<file path="src/rtl/div_reconstruct_if.sv">
`default_nettype none
// =============================================================================
// Module   : div_reconstruct_if
// Brief    : start/done handshake and operand/result bundle for div_reconstruct
// Revision : 1.0 - initial release
// =============================================================================
interface div_reconstruct_if #(
    parameter int WIDTH = 8
);
    logic                 start;
    logic [WIDTH-1:0]     quotient;
    logic [WIDTH-1:0]     divisor;
    logic [WIDTH-1:0]     remainder;
    logic                 busy;
    logic                 done;
    logic [2*WIDTH-1:0]   dividend;
    logic                 legal;

    modport master (
        output start, quotient, divisor, remainder,
        input  busy, done, dividend, legal
    );

    modport slave (
        input  start, quotient, divisor, remainder,
        output busy, done, dividend, legal
    );
endinterface
`default_nettype wire

</file>
<file path="src/rtl/div_reconstruct.sv">
`default_nettype none
// =============================================================================
// Module   : div_reconstruct
// Brief    : shift-add rebuild of dividend = quotient*divisor + remainder,
//            with a legality flag for the division triple
// Revision : 1.0 - initial release
// =============================================================================
module div_reconstruct #(
    parameter int WIDTH = 8
) (
    input  logic                clk,
    input  logic                rst_n,
    div_reconstruct_if.slave    bus
);
    localparam int                   c_cnt_w    = (WIDTH > 2) ? $clog2(WIDTH) : 1;
    localparam logic [c_cnt_w-1:0]   c_cnt_last = c_cnt_w'(WIDTH - 1);

    typedef enum logic [1:0] {
        IDLE = 2'd0,
        RUN  = 2'd1,
        DONE = 2'd2
    } state_t;

    state_t               r_state;
    logic [2*WIDTH-1:0]   r_acc;
    logic [2*WIDTH-1:0]   r_md;
    logic [WIDTH-1:0]     r_mq;
    logic [c_cnt_w-1:0]   r_cnt;
    logic                 r_legal_next;
    logic                 r_busy;
    logic                 r_done;
    logic [2*WIDTH-1:0]   r_dividend;
    logic                 r_legal;

    logic [2*WIDTH-1:0]   w_acc_next;
    logic                 w_legal_in;

    // Max result is 2^(2W) - 2^W, so the 2W-bit sum cannot carry out.
    assign w_acc_next = r_acc + (r_mq[0] ? r_md : '0);
    assign w_legal_in = (bus.divisor != '0) && (bus.remainder < bus.divisor);

    always_ff @(posedge clk or negedge rst_n) begin
        if (!rst_n) begin
            r_state      <= IDLE;
            r_acc        <= '0;
            r_md         <= '0;
            r_mq         <= '0;
            r_cnt        <= '0;
            r_legal_next <= 1'b0;
            r_busy       <= 1'b0;
            r_done       <= 1'b0;
            r_dividend   <= '0;
            r_legal      <= 1'b0;
        end else begin
            case (r_state)
                IDLE, DONE: begin
                    r_done <= 1'b0;
                    if (bus.start) begin
                        r_acc        <= {{WIDTH{1'b0}}, bus.remainder};
                        r_md         <= {{WIDTH{1'b0}}, bus.divisor};
                        r_mq         <= bus.quotient;
                        r_cnt        <= '0;
                        r_legal_next <= w_legal_in;
                        r_busy       <= 1'b1;
                        r_state      <= RUN;
                    end else begin
                        r_busy  <= 1'b0;
                        r_state <= IDLE;
                    end
                end
                RUN: begin
                    r_acc <= w_acc_next;
                    r_mq  <= r_mq >> 1;
                    r_md  <= r_md << 1;
                    r_cnt <= r_cnt + 1'b1;
                    if (r_cnt == c_cnt_last) begin
                        r_dividend <= w_acc_next;
                        r_legal    <= r_legal_next;
                        r_busy     <= 1'b0;
                        r_done     <= 1'b1;
                        r_state    <= DONE;
                    end
                end
                default: begin
                    r_busy  <= 1'b0;
                    r_done  <= 1'b0;
                    r_state <= IDLE;
                end
            endcase
        end
    end

    assign bus.busy     = r_busy;
    assign bus.done     = r_done;
    assign bus.dividend = r_dividend;
    assign bus.legal    = r_legal;
endmodule
`default_nettype wire

</file>
<file path="src/flat_wrapper.sv">
// flat-port wrapper written by rule: the top's interface ports become plain ports
module div_reconstruct_flat 
#(
    parameter int WIDTH = 8
)
  (clk, rst_n, bus_start, bus_quotient, bus_divisor, bus_remainder, bus_busy, bus_done, bus_dividend, bus_legal);
  div_reconstruct_if #(.WIDTH(WIDTH)) bus_i ();
  input  logic clk;
  input  logic rst_n;
  input wire logic [$bits(bus_i.start)-1:0] bus_start;
  input wire logic [$bits(bus_i.quotient)-1:0] bus_quotient;
  input wire logic [$bits(bus_i.divisor)-1:0] bus_divisor;
  input wire logic [$bits(bus_i.remainder)-1:0] bus_remainder;
  output wire logic [$bits(bus_i.busy)-1:0] bus_busy;
  output wire logic [$bits(bus_i.done)-1:0] bus_done;
  output wire logic [$bits(bus_i.dividend)-1:0] bus_dividend;
  output wire logic [$bits(bus_i.legal)-1:0] bus_legal;
  assign bus_i.start = bus_start;
  assign bus_i.quotient = bus_quotient;
  assign bus_i.divisor = bus_divisor;
  assign bus_i.remainder = bus_remainder;
  assign bus_busy = bus_i.busy;
  assign bus_done = bus_i.done;
  assign bus_dividend = bus_i.dividend;
  assign bus_legal = bus_i.legal;
  div_reconstruct #(.WIDTH(WIDTH)) u_core (.clk(clk), .rst_n(rst_n), .bus(bus_i));
endmodule
</file>
<file path="config.mk">
export PLATFORM = sky130hd
export DESIGN_NAME = div_reconstruct_flat
export DESIGN_NICKNAME = d
export VERILOG_FILES = /design/src/rtl/div_reconstruct_if.sv /design/src/rtl/div_reconstruct.sv /design/src/flat_wrapper.sv
export SDC_FILE = /design/constraint.sdc
export NUM_CORES = 1
export LEC_CHECK = 0
export CORE_MARGIN = 4
export CORE_UTILIZATION = 50
export DETAILED_ROUTE_END_ITERATION = 10
export GPL_ROUTABILITY_DRIVEN = 0
export PLACE_DENSITY = 0.76
export SLEW_MARGIN = 25
export SYNTH_ARGS = -nofsm -noshare
export SYNTH_HDL_FRONTEND = slang
export SYNTH_SLANG_ARGS = --single-unit
export TNS_END_PERCENT = 1
</file>
<file path="constraint.sdc">
create_clock -name clk -period 2.47 [get_ports clk]
set_input_delay 0.741 -clock clk [delete_from_list [all_inputs] [get_ports clk]]
set_output_delay 0.741 -clock clk [all_outputs]
set_load 0.01 [all_outputs]
</file>
# After elaboration in Yosys (flattened, before gate mapping)
# Index checks and enable logic that the tools add are counted.
# Widths: inputs -> output; s select.
[op_classes] order_cmp=1 add_sub_neg=2 reduce_logical=8 mux=17 n_eq_ne=5
[ops] operator="$pmux 16 s2" count=2
[ops] operator="$mux 16" count=3
[ops] operator="$add 16x16->16" count=1
[ops] operator="$pmux 8 s2" count=1
[ops] operator="$lt 8x8->1" count=1
[ops] operator="$mux 8" count=1
[ops] operator="$reduce_bool 8->1" count=1
[ops] operator="$pmux 3 s2" count=1
[ops] operator="$reduce_and 2->1" count=3
[ops] operator="$mux 1" count=5
[ops] operator="$pmux 2 s2" count=1
[ops] operator="$add 3x1->3 const B" count=1
[ops] operator="$eq 3x3->1 const B" count=1
[ops] operator="$mux 3" count=1
[ops] operator="$eq 2x1->1 const B" count=1
[ops] operator="$eq 2x2->1 const B" count=1
[ops] operator="$logic_not 2->1" count=1
[ops] operator="$mux 2" count=1
[ops] operator="$ne 2x1->1 const B" count=1
[ops] operator="$ne 2x2->1 const B" count=1
[ops] operator="$pmux 1 s2" count=1
[ops] operator="$reduce_bool 2->1" count=1
[ops] operator="$reduce_or 2->1" count=1
[ops] operator="$logic_and 1x1->1" count=1
[totals] in_bits=27 regBits=65 out_inout_bits=19 word_cells=43

# Longest topological paths before layout
# Gate-level depths: netlist (run 1).
[depth] ltp_word=4 ltp_mapped=10 ltp_nobuf=10

# Least setup slack after synthesis (run 1)
# No wires, ideal clock.
[synth_path] path_kind="flip-flop to flip-flop" startpoint="register u_core.r_mq[0]" endpoint="register u_core.r_acc[10]" n_path_buf=1 setup_time_ns=0.122 arrival_time_ns=2.345 stages_incl_launch_ff=10 setup_slack_ns=0.004 synth_period_minus_slack_ns=2.466 t_required_ns=2.348 path_cell_list="dfrtp_1 -> clkbuf_1 -> and2_1 -> ha_1 -> nor2b_1 -> o211ai_1 -> a21oi_2 -> o31a_1 -> or3_1 -> a32o_1"
[synth_between] elab_chain_cells=3
[synth_lines] element="start, declared" line_no="div_reconstruct.sv:27" text="logic [WIDTH-1:0] r_mq;"
[synth_lines] element="start signal, assigned" line_no="div_reconstruct.sv:61" text="r_mq <= bus.quotient;"
[synth_lines] element="start signal, assigned" line_no="div_reconstruct.sv:73" text="r_mq <= r_mq >> 1;"
[synth_lines] element="$mux 16" line_no="div_reconstruct.sv:39" text="assign w_acc_next = r_acc + (r_mq[0] ? r_md : '0);"
[synth_lines] element="$add 16x16->16" line_no="div_reconstruct.sv:39"
[synth_lines] element="$pmux 16 s2" line_no="div_reconstruct.sv:55" text="case (r_state)"
[synth_lines] element="end signal, assigned" line_no="div_reconstruct.sv:59" text="r_acc <= {{WIDTH{1'b0}}, bus.remainder};"
[synth_lines] element="end signal, assigned" line_no="div_reconstruct.sv:72" text="r_acc <= w_acc_next;"
[synth_lines] element="end, declared" line_no="div_reconstruct.sv:25" text="logic [2*WIDTH-1:0] r_acc;"
# Every way passes these cells.
# A chain may end at the register's enable or synchronous reset.

# Worst setup path after layout (run 1)
[layout_path] startpoint="register u_core.r_mq[0]" endpoint="register u_core.r_acc[15]"
# The elaborated chain is that of the path after synthesis.

==> out/summary.md, run 1 <==
- 3,384 — total number of vias
- 93.7 µm — die outline height
- 0.00878 mm² — overall die area
- 5 — Setup-failing EPs final
- 3,143 — number of global-route vias before repair
- 13.1% — portion of total power attributed to the clock network
- 63 — count of state elements after synthesis
- 80 ps — clk slew on worst S/H paths
- 558 — Placed Cells
- 5.85 — mean number of vias per cell
- 63 — number of sinks driven by the clock tree
- 33.3% — layout overhead on the synthesized area
- 62.9% — portion of total power attributed to combinational logic
- 42.9% — area fraction of the dominant cell type after synthesis
- 22.7% — GRT Total Usage
- 7.99 mW — overall power of the completed layout
- 100% — Async S/R FF share, synth
- 968 ps — slew at the pin closest to its max-slew limit
- register — CP Launch Type
- 529 — Layout Nets
- 0 — antenna diode count
- 69 x nand2_1, 63 x dfrtp_1, 24 x ha_1, 23 x a21oi_1, 22 x nor2_1 — cell types with the highest counts after synthesis
- 51 — Unique masters post-synth
- 0 — final max-slew violation count
- 235 — DR iter-0 viols
- 3 — number of H-tree branching levels
- 0 — Hold Vio Cnt, Final
- 15,400 µm — global-route wire length before repair
- 350 ps — clock insertion delay at the later pin of the skew report
- 46 — Boundary Pins
- 9.14 µm² — mean area per synthesized cell
- 2780 ps — worst endpoint data arrival time
- 4 — Buf+Inv Stages, Crit Path
- 17.0 µm — drt wl/cell
- 2690 ps — CP Data Required Time
- 8 — maximum net fanout on the critical path
- 24.0% — power share of the sequential group
- 42.9% — sequential fraction of the synthesis area
- yes — setup repair after global routing missed its margin
- 43 — maximum number of pins on one net before global-route repair
- buf_4 — dominant cell type by count on the critical path
- 402 — count of mapped cells out of synthesis
- 3.35 mW — net switching power
- nand2_1 — most frequent cell after synthesis
- 9840 µm — wire length after detailed routing
- register to register — Critical Setup Path Class
- 2.17 nW — LEAKAGE
- 30 — Placement Rows
- 0.391 GHz — Peak Freq
- built — CTS tree
- 4.64 mW — design internal power
- 104% — final worst path period share
- 0 — # Max-Cap Violations
- 52.6% — initial standard-cell utilization of the core
- 0 — Ys Warns
- 35.2% — worst max-slew margin expressed relative to the limit
- clkbuf_8 — Root Buffer Master
- buf_4, buf_4, and2_1, ha_4, buf_6, nand2_1, o21ai_0, buf_4, nor3_1, and3_1, o31ai_2, o31ai_1 — crit-path cells
- 2 — Clock Path Buffers
- -174 ps — pre-CTS WS
- 440 ps — Worst path max stage delay
- 41.9% — switch share
- dfrtp_1 — leading area contributor after synthesis
- 0.00367 mm² — post-synthesis cell area
- 1180 µV — VDD IR max
- 0 — Final ANT Viol Nets
- 0 — number of remaining DRC errors
- finished, violations left — status
- 1630 mW/mm² — power density over cell area
- 0 — grt total ovfl
- 454 — net count after synthesis
- 93.7 µm — horizontal die dimension
- input port to async pin — Hold Path Class
- dfrtp_1 43%, ha_1 8.2%, nand2_1 7.1% — ranking of synthesized cells by area
- 6560 µm — hpwl dp
- 45 — number of port buffers
- 578 — Final Non-Filler Cells
- 0 — initial antenna violation count
- 0.00698 mm² — area of the core
- dfrtp_1 — Main synth FF type
- 12.7 ps — Max Clock Skew
- negative setup slack — failing checks
- dfrtp_2 — crit path max-delay cell type
- 362 ps — smallest hold slack
- 9 — total CTS buffers
- buffers and inverters — top cell family by delay on the critical path
- -89.6 ps — post-route setup slack
- 0 — EDFF count, synth
- -90 ps — slack of the worst reg-to-reg path
- 20.3% — fraction of layout cells with a size suffix above 1
- 5 — first-pass detailed-route iteration total
- 2560 ps — Final min period
- register — Critical Path Sink Type
==> worst register-to-register path, cell delays in order, from the launching register on <==
cell and delay (ps):
dfrtp_2 440, buf_4 160, buf_4 130, and2_1 150
ha_4 290, buf_6 120, nand2_1 50, o21ai_0 250
buf_4 210, nor3_1 50, and3_1 220, o31ai_2 260
o31ai_1 110
==> cells by family after synthesis <==
kind of cell    count (synthesis)  synth area share, %
mux                             7                 2.11
buf+inv                        32                 3.30
simple gates                  160                 20.9
compound gates                105                 19.3
fa+ha+maj                      25                 8.72
flops                          63                 42.9
xor+xnor                       10                 2.76
==> worst paths after layout <==
path                                   startpoint                endpoint  cells after the start
max                                u_core.r_mq[0]        u_core.r_acc[15]                     12
min                                         rst_n         u_core.r_acc[1]                      1
max reg2reg                        u_core.r_mq[0]        u_core.r_acc[15]                     12
min reg2reg                u_core.bus.dividend[1]  u_core.bus.dividend[1]                      2
max in group asynchronous                   rst_n          u_core.r_mq[0]                      2
min in group clk           u_core.bus.dividend[1]  u_core.bus.dividend[1]                      2
==> final cells by class <==
cell class	count	area [µm²]
inverter	11	41.3
sequential	63	1580
fill	538	2090
tap	96	120
clock buffer	11	151
clock inverter	5	80.1
timing repair buffer	85	759
multi-input combinational	307	2170
==> layout by cell type, fill, tap and decap left out, types with 14 or more instances in the layout <==
master | synthesis | layout
a21oi_1 | 23 | 21
a22o_1 | 14 | 14
a31oi_1 | 15 | 15
and2_1 | 18 | 17
buf_4 | 0 | 37
clkdlybuf4s50_1 | 0 | 44
dfrtp_1 | 63 | 62
ha_1 | 24 | 16
nand2_1 | 69 | 69
nor2_1 | 22 | 22
o21ai_0 | 19 | 17
==> through the flow <==
stage / util, % / setup TNS, ps / cell area [µm²]
after detailed placement: 63.6 / -1220 / 4440
after floorplan: - / 0 / 3670
after global placement: 63.6 / -332 / 4440
final: 70.1 / -146 / 4900
after CTS: 68.3 / -211 / 4770
after global routing: 70.1 / -928 / 4900
==> sequential cells by signal, indices dropped and copies added (netlist names) <==
register	flops
u_core.bus.busy	1
u_core.bus.dividend	16
u_core.bus.legal	1
u_core.r_acc	16
u_core.r_cnt	3
u_core.r_legal_next	1
u_core.r_md	16
u_core.r_mq	8
u_core.r_state	1
==> what timing repair did <==
action / 4_1_cts / 5_1_grt
resized for setup: 19 / 19
pin swaps: 9 / 10
endpoints found under the setup margin: 13 / 11
hold buffers: 0 / 0
buffers inserted: 3 / 1
gates cloned: 0 / 0
==> routing by layer <==
layer,GRT usage [%],routed length [µm],vias to the layer above
met3,3.85,570,23
met2,34.4,4700,142
met1,31.6,4380,1627
li1,-,-,1592
met4,10.5,189,0
met5,0,0,-
==> power by group through the flow <==
stage | Combinational, mW | Sequential, mW | Clock [mW]
6_report | 5.03 | 1.91 | 1.05
5_1_grt | 5.49 | 1.97 | 1.11
4_1_cts | 4.64 | 1.90 | 1.06
3_5_place_dp | 4.41 | 1.90 | 0
3_3_place_gp | 4.29 | 1.89 | 0
2_1_floorplan | 2.76 | 1.88 | 0
Power figures use the tool's default switching activity.
==> run 2, diff against run 1 <==
--- a/config.mk
+++ b/config.mk
@@ -5,7 +5,7 @@
 export SDC_FILE = /design/constraint.sdc
 export NUM_CORES = 1
 export LEC_CHECK = 0
-export CORE_MARGIN = 4
+export CORE_MARGIN = 2
 export CORE_UTILIZATION = 50
 export DETAILED_ROUTE_END_ITERATION = 10
 export GPL_ROUTABILITY_DRIVEN = 0
==> constraint.sdc (replaced) <==
create_clock -name clk -period 2.47 [get_ports clk]
set_input_delay 0.494 -clock clk [delete_from_list [all_inputs] [get_ports clk]]
set_output_delay 0.494 -clock clk [all_outputs]
set_load 0.05 [all_outputs]
==> run 2 against run 1 <==
Against the previous run:
- the flow still finishes with violations (negative setup slack)
- die area shrank 8.4%
- core utilization fell by 2.1 points
- final area is 0.36% lower
- global-route usage up 1.3 points
- critical path depth down 4
- hold slack got worse by 250 ps
- clock skew increased by 2.0 ps
- routed wire length down 1.5%
- first-iteration DRC count down 6.0%
- via count is 1.4% lower
- fmax up 0.85%
- final cell count increased by 0.35%
==> out/summary.md, run 2 (synthesized netlist as in run 1, its figures left out) <==
- built — CTS tree
- input port to async pin — Hold Path Class
- 350 ps — clock insertion delay at the later pin of the skew report, about the same
- 7 — maximum net fanout on the critical path, -1
- 46 — Boundary Pins, unchanged
- 80 ps — clk slew on worst S/H paths, about the same
- 0 — final max-slew violation count, unchanged
- 32.8% — layout overhead on the synthesized area
- 0 — antenna diode count, unchanged
- register — CP Launch Type
- clkbuf_8 — Root Buffer Master
- 63 — number of sinks driven by the clock tree, unchanged
- negative setup slack — failing checks
- 40.6% — worst max-slew margin expressed relative to the limit, +5.4 points
- 9690 µm — wire length after detailed routing, -1.5%
- nand2_1 — most common library cell in the layout ignoring fill and taps
- 0 — # Max-Cap Violations, unchanged
- 31 — Placement Rows, +3.3%
- 69 x nand2_1, 62 x dfrtp_1, 44 x clkdlybuf4s50_1 — commonest cells after routing, fill and taps aside
- 887 ps — slew at the pin closest to its max-slew limit, -80.4 ps
- 9 — total CTS buffers, unchanged
- u_core.r_mq[0] — Critical path origin
- 2710 ps — CP Data Required Time, +20 ps
- 89.7 µm — horizontal die dimension, -4.3%
- 0 — initial antenna violation count, unchanged
- 68.0% — Util after Layout, -2.1 points
- register — Critical Path Sink Type
- 16.7 µm — drt wl/cell, -1.8%
- 8 — number of cells traversed by the worst register-to-register path, -4
- u_core.r_acc[10] — terminus of the critical flop-to-flop path
- u_core.r_mq[0] — reg-to-reg startpoint
- 2 — Clock Path Buffers, unchanged
- -68.0 ps — post-route setup slack, +21.6 ps
- 103% — final worst path period share, -0.88 points
- 3,336 — total number of vias, -1.4%
- 0 — number of remaining DRC errors, unchanged
- 3,205 — number of global-route vias before repair, +2.0%
- 0.394 GHz — Peak Freq, +0.85%
- 89.7 µm — die outline height, -4.3%
- yes — setup repair after global routing missed its margin
- 0 — Hold Vio Cnt, Final, unchanged
- 0 — grt total ovfl, unchanged
- 221 — DR iter-0 viols, -6.0%
- finished, violations left — status
- 15,600 µm — global-route wire length before repair, +1.4%
- 6 — Setup-failing EPs final, +1
- 0.00718 mm² — area of the core, +2.8%
- 2540 ps — Final min period, -21.6 ps
- register to register — Critical Setup Path Class
- 18.7% — fraction of layout cells with a size suffix above 1, -1.6 points
- -70 ps — slack of the worst reg-to-reg path, +20 ps
- 45 — number of port buffers, unchanged
- 14.7 ps — Max Clock Skew, +2.00 ps
- u_core.r_acc[10] — crit path to
- 6700 µm — hpwl dp, +2.0%
- 43 — maximum number of pins on one net before global-route repair, unchanged
- 2780 ps — worst endpoint data arrival time, about the same
- 0.00805 mm² — overall die area, -8.4%
- 0 — Final ANT Viol Nets, unchanged
- 3 — number of H-tree branching levels, unchanged
- 5.75 — mean number of vias per cell, -1.8%
- 24.0% — GRT Total Usage, +1.3 points
- 51.2% — initial standard-cell utilization of the core, -1.4 points
- 5 — first-pass detailed-route iteration total, unchanged
- 552 — Filler Cell Count, +2.6%
- 528 — Layout Nets, -0.19%
[run 2: cell count changes in the layout (fill, tap and decap cells not counted), sizes merged]
cell / change
clkbuf: -2
buf: -1
bufinv: +1
clkinv: +1
clkinvlp: -1
inv: +1
[run 2: area by class of cell]
cell class,instances,area (µm²),share of cell area (%)
Multi-Input combinational cell,307,2140,43.8
Sequential cell,63,1580,32.3
Timing Repair Buffer,84,754,15.5
Clock buffer,9,124,2.54
Tap cell,99,124,2.54
Clock inverter,7,120,2.46
Inverter,11,41.3,0.846
[run 2: repair_timing]
| action | in CTS | in global routing |
|---|---|---|
| pin swaps | 3 | 11 |
| setup buffers | 0 | 4 |
| resized for setup | 8 | 27 |
| hold buffers | 0 | 0 |
| endpoints found under the setup margin | 8 | 17 |
[run 2: through the flow]
stage               setup slack (ps)  std cells  hold slack (ps)  TNS (ps)  instance area [µm²]
floorplan                       3.83        402              198         0                 3670
global placement                -125        560              462      -261                 4440
detailed placement              -151        560              470      -641                 4440
CTS                            -14.9        576              125     -14.9                 4720
global route                    -168        580              139     -1190                 4880
finish                         -68.0        580              115      -264                 4880
[run 2: layer usage]
metal	up-vias	GRT usage (%)	routed length, µm
met5	-	0	0
met1	1612	33.8	4380
met2	120	37.2	4620
met3	21	4.69	521
li1	1583	-	-
met4	0	8.72	176
[run 2: worst min path at each step]
stage,startpoint,slack [ps],depth (start not counted),endpoint
after floorplan,rst_n,200,0,u_core.bus.busy
after global placement,u_core.bus.dividend[4],460,2,u_core.bus.dividend[4]
after detailed placement,u_core.bus.dividend[2],470,2,u_core.bus.dividend[2]
after CTS,rst_n,120,1,u_core.bus.dividend[1]
after global routing,rst_n,140,1,u_core.bus.dividend[1]
final,rst_n,110,1,u_core.bus.dividend[1]
[run 2: worst max-delay path: stages, from the launching register on]
cell and delay (ps):
dfrtp_2 460, and2_1 160, ha_1 290, buf_4 160, a221oi_4 300, a21oi_2 110, o31a_1 300, or3_4 400
a32o_1 230
Power of run 2 is not shown: default switching activity piles up to over one toggle a cycle in this logic, so the estimate is an artifact.
==> run 3, diff against run 2 <==
--- a/config.mk
+++ b/config.mk
@@ -5,11 +5,12 @@
 export SDC_FILE = /design/constraint.sdc
 export NUM_CORES = 1
 export LEC_CHECK = 0
+export ABC_AREA = 1
 export CORE_MARGIN = 2
-export CORE_UTILIZATION = 50
+export CORE_UTILIZATION = 51
 export DETAILED_ROUTE_END_ITERATION = 10
 export GPL_ROUTABILITY_DRIVEN = 0
-export PLACE_DENSITY = 0.76
+export PLACE_DENSITY = 0.77
 export SLEW_MARGIN = 25
 export SYNTH_ARGS = -nofsm -noshare
 export SYNTH_HDL_FRONTEND = slang
==> run 3 against run 2 <==
Against the previous run:
- the flow now finishes without violations
- routed wire length fell by 8.9%
- critical path depth fell by 7
- clock skew is 6.7 ps lower
- die area is 2.0% higher
- synthesized cell count increased by 28%
- area after synthesis increased by 4.1%
- final area decreased by 5.9%
- setup slack better by 490 ps
- core utilization fell by 4.7 points
- final cell count increased by 14%
- via count rose by 2.7%
==> out/summary.md, run 3 <==
- 350 ps — clock insertion delay at the later pin of the skew report, about the same
- dfrtp_1 41%, nand2_1 17%, inv_1 8.2% — ranking of synthesized cells by area
- 3,426 — total number of vias, +2.7%
- 612 — Layout Nets, +16%
- 70 ps — clk slew on worst S/H paths, about the same
- 1 — Buf+Inv Stages, Crit Path, unchanged
- 90.6 µm — die outline height, +0.99%
- built — CTS tree
- 15,100 µm — global-route wire length before repair, -3.1%
- 0.487 GHz — Peak Freq, +24%
- 63 — number of sinks driven by the clock tree, unchanged
- 419 ps — post-route setup slack, +487 ps
- 1980 ps — CP Data Required Time, -730 ps
- 157 ps — smallest hold slack, +41.9 ps
- 3.71 mW — design internal power
- 12 — number of cells traversed by the worst register-to-register path, +4
- 3.58 mW — net switching power
- 0 — Setup-failing EPs final, -6
- 513 — count of mapped cells out of synthesis, +28%
- 0 — number of hold buffers added after CTS, unchanged
- buffers and inverters — top cell family by delay on the critical path
- 3,431 — number of global-route vias before repair, +7.1%
- 8.00 ps — Max Clock Skew, -6.70 ps
- 170 x nand2_1, 84 x inv_1, 63 x dfrtp_1, 31 x nand3_1, 26 x nor2_1 — cell types with the highest counts after synthesis
- 0 — Post-CTS Setup Repair Bufs, unchanged
- 0 — number of instances resized during post-cts repair, -8
- 0 — Ys Warns, unchanged
- 565 — net count after synthesis, +24%
- 13.3 µm — drt wl/cell, -20%
- 5.16 — mean number of vias per cell, -10%
- 820 ps — Worst path max stage delay, +360 ps
- 58.8% — worst max-slew margin expressed relative to the limit, +18 points
- 0.00821 mm² — overall die area, +2.0%
- 0 — initial antenna violation count, unchanged
- 0 — EDFF count, synth, unchanged
- clkbuf_8 — Root Buffer Master
- 60.5% — portion of total power attributed to combinational logic
- 90.6 µm — horizontal die dimension, +0.99%
- register — CP Launch Type
- 0.00725 mm² — area of the core, +1.1%
- u_core.r_mq[0] — reg-to-reg startpoint
- dfrtp_1 — Main synth FF type
- complete, no violations — status
- 170 x nand2_1, 84 x inv_1, 63 x dfrtp_1 — commonest cells after routing, fill and taps aside
- 14.2% — portion of total power attributed to the clock network
- 22.7% — GRT Total Usage, -1.3 points
- input port to async pin — Hold Path Class
- dfrtp_1 — leading area contributor after synthesis
- nand2_1 — most common library cell in the layout ignoring fill and taps
- 41.2% — area fraction of the dominant cell type after synthesis, -1.7 points
- 63 — count of state elements after synthesis, unchanged
- 46 — Boundary Pins, unchanged
- clkdlybuf4s50_1 — crit-path cells
- 31 — Unique masters post-synth, -39%
- 0 ps — final-layout setup total negative slack, +264 ps
- 159 — DR iter-0 viols, -28%
- 0.00382 mm² — post-synthesis cell area, +4.1%
- 2.48 nW — LEAKAGE
- 6530 µm — hpwl dp, -2.5%
- 0 — antenna diode count, unchanged
- 9 — total CTS buffers, unchanged
- 0 — grt total ovfl, unchanged
- 2050 ps — Final min period, -487 ps
- 52.7% — initial standard-cell utilization of the core, +1.5 points
- 5 — first-pass detailed-route iteration total, unchanged
- 25.3% — power share of the sequential group
- 0 — Final ANT Viol Nets, unchanged
- 3 — number of H-tree branching levels, unchanged
- u_core.r_state[1] — Critical path origin
- 1590 mW/mm² — power density over cell area
- 1 — total stage count of the critical path, -7
- 648 — Filler Cell Count, +17%
- 1560 ps — worst endpoint data arrival time, -1220 ps
- 2 — maximum net fanout on the critical path, -5
- 8830 µm — wire length after detailed routing, -8.9%
- 7.45 µm² — mean area per synthesized cell, -18%
- 2 — Clock Path Buffers, unchanged
- 536 ps — pre-CTS WS, +687 ps
- 0 — final max-slew violation count, unchanged
- 83.1% — final worst path period share, -20 points
- no — setup repair after global routing missed its margin
- 618 ps — slew at the pin closest to its max-slew limit, -270 ps
- 45 — number of port buffers, unchanged
- 49.1% — switch share
- 480 ps — slack of the worst reg-to-reg path, +550 ps
- 0 — number of remaining DRC errors, unchanged
- 41.2% — sequential fraction of the synthesis area, -1.7 points
- 1020 µV — VDD IR max
- 7.61% — fraction of layout cells with a size suffix above 1, -11 points
- nand2_1 — most frequent cell after synthesis
- 100% — Async S/R FF share, synth, unchanged
- 20.0% — layout overhead on the synthesized area
- clkdlybuf4s50_1 — crit path max-delay cell type
- 0 — # Max-Cap Violations, unchanged
- 30 — maximum number of pins on one net before global-route repair, -30%
- u_core.bus.dividend[14] — terminus of the critical flop-to-flop path
- bus_done — crit path to
- 31 — Placement Rows, unchanged
- 0 — Hold Vio Cnt, Final, unchanged
- output port — Critical Path Sink Type
- register to output port — Critical Setup Path Class
==> run 3: final cells by class <==
class                      count  area (µm²)  area share [%]
inverter                      89         334            7.28
sequential                    63        1580            34.4
timing repair buffer          52         498            10.9
multi-input combinational    345        1830            39.8
tap                           99         124            2.70
clock buffer                  11         151            3.30
clock inverter                 5        80.1            1.74
==> run 3: worst min path at each step <==
stage	to	cells past startpoint	from
6_report	u_core.bus.dividend[1]	1	rst_n
5_1_grt	u_core.bus.dividend[1]	1	rst_n
4_1_cts	u_core.bus.dividend[1]	1	rst_n
3_5_place_dp	u_core.bus.legal	2	u_core.r_legal_next
3_3_place_gp	u_core.bus.dividend[2]	2	u_core.bus.dividend[2]
2_1_floorplan	u_core.bus.busy	0	rst_n
==> run 3: cell families after synthesis <==
family,after synthesis,share of synthesized area (%)
AND/OR/NAND/NOR,252,27.4
adder cells (fa/ha/maj),25,8.38
XOR/XNOR,4,0.916
flip-flops,63,41.2
AO/OA/AOI/OAI,64,11.1
buffers and inverters,105,11.0
==> run 3: power groups by stage <==
stage	logic, mW	clock network (mW)	registers (mW)
2_1_floorplan	2.92	0	2.27
3_3_place_gp	4.27	0	1.84
3_5_place_dp	4.38	0	1.85
4_1_cts	4.40	1.05	1.84
5_1_grt	4.95	1.10	1.90
6_report	4.41	1.04	1.84
==> run 3: routing by layer <==
layer	vias to the layer above	GRT usage [%]	share of wire, %
li1	1719	-	-
met1	1579	30.8	46
met2	110	35.6	46
met3	18	4.09	6.3
met4	0	9.87	1.7
met5	-	0	0
==> run 3: metrics by stage <==
stage | cell area (µm²) | instances | power (mW) | util, %
floorplan | 3820 | 513 | 5.19 | -
global placement | 4360 | 648 | 6.11 | 60.1
detailed placement | 4360 | 648 | 6.23 | 60.1
CTS | 4590 | 664 | 7.29 | 63.3
global route | 4590 | 664 | 7.94 | 63.3
finish | 4590 | 664 | 7.29 | 63.3
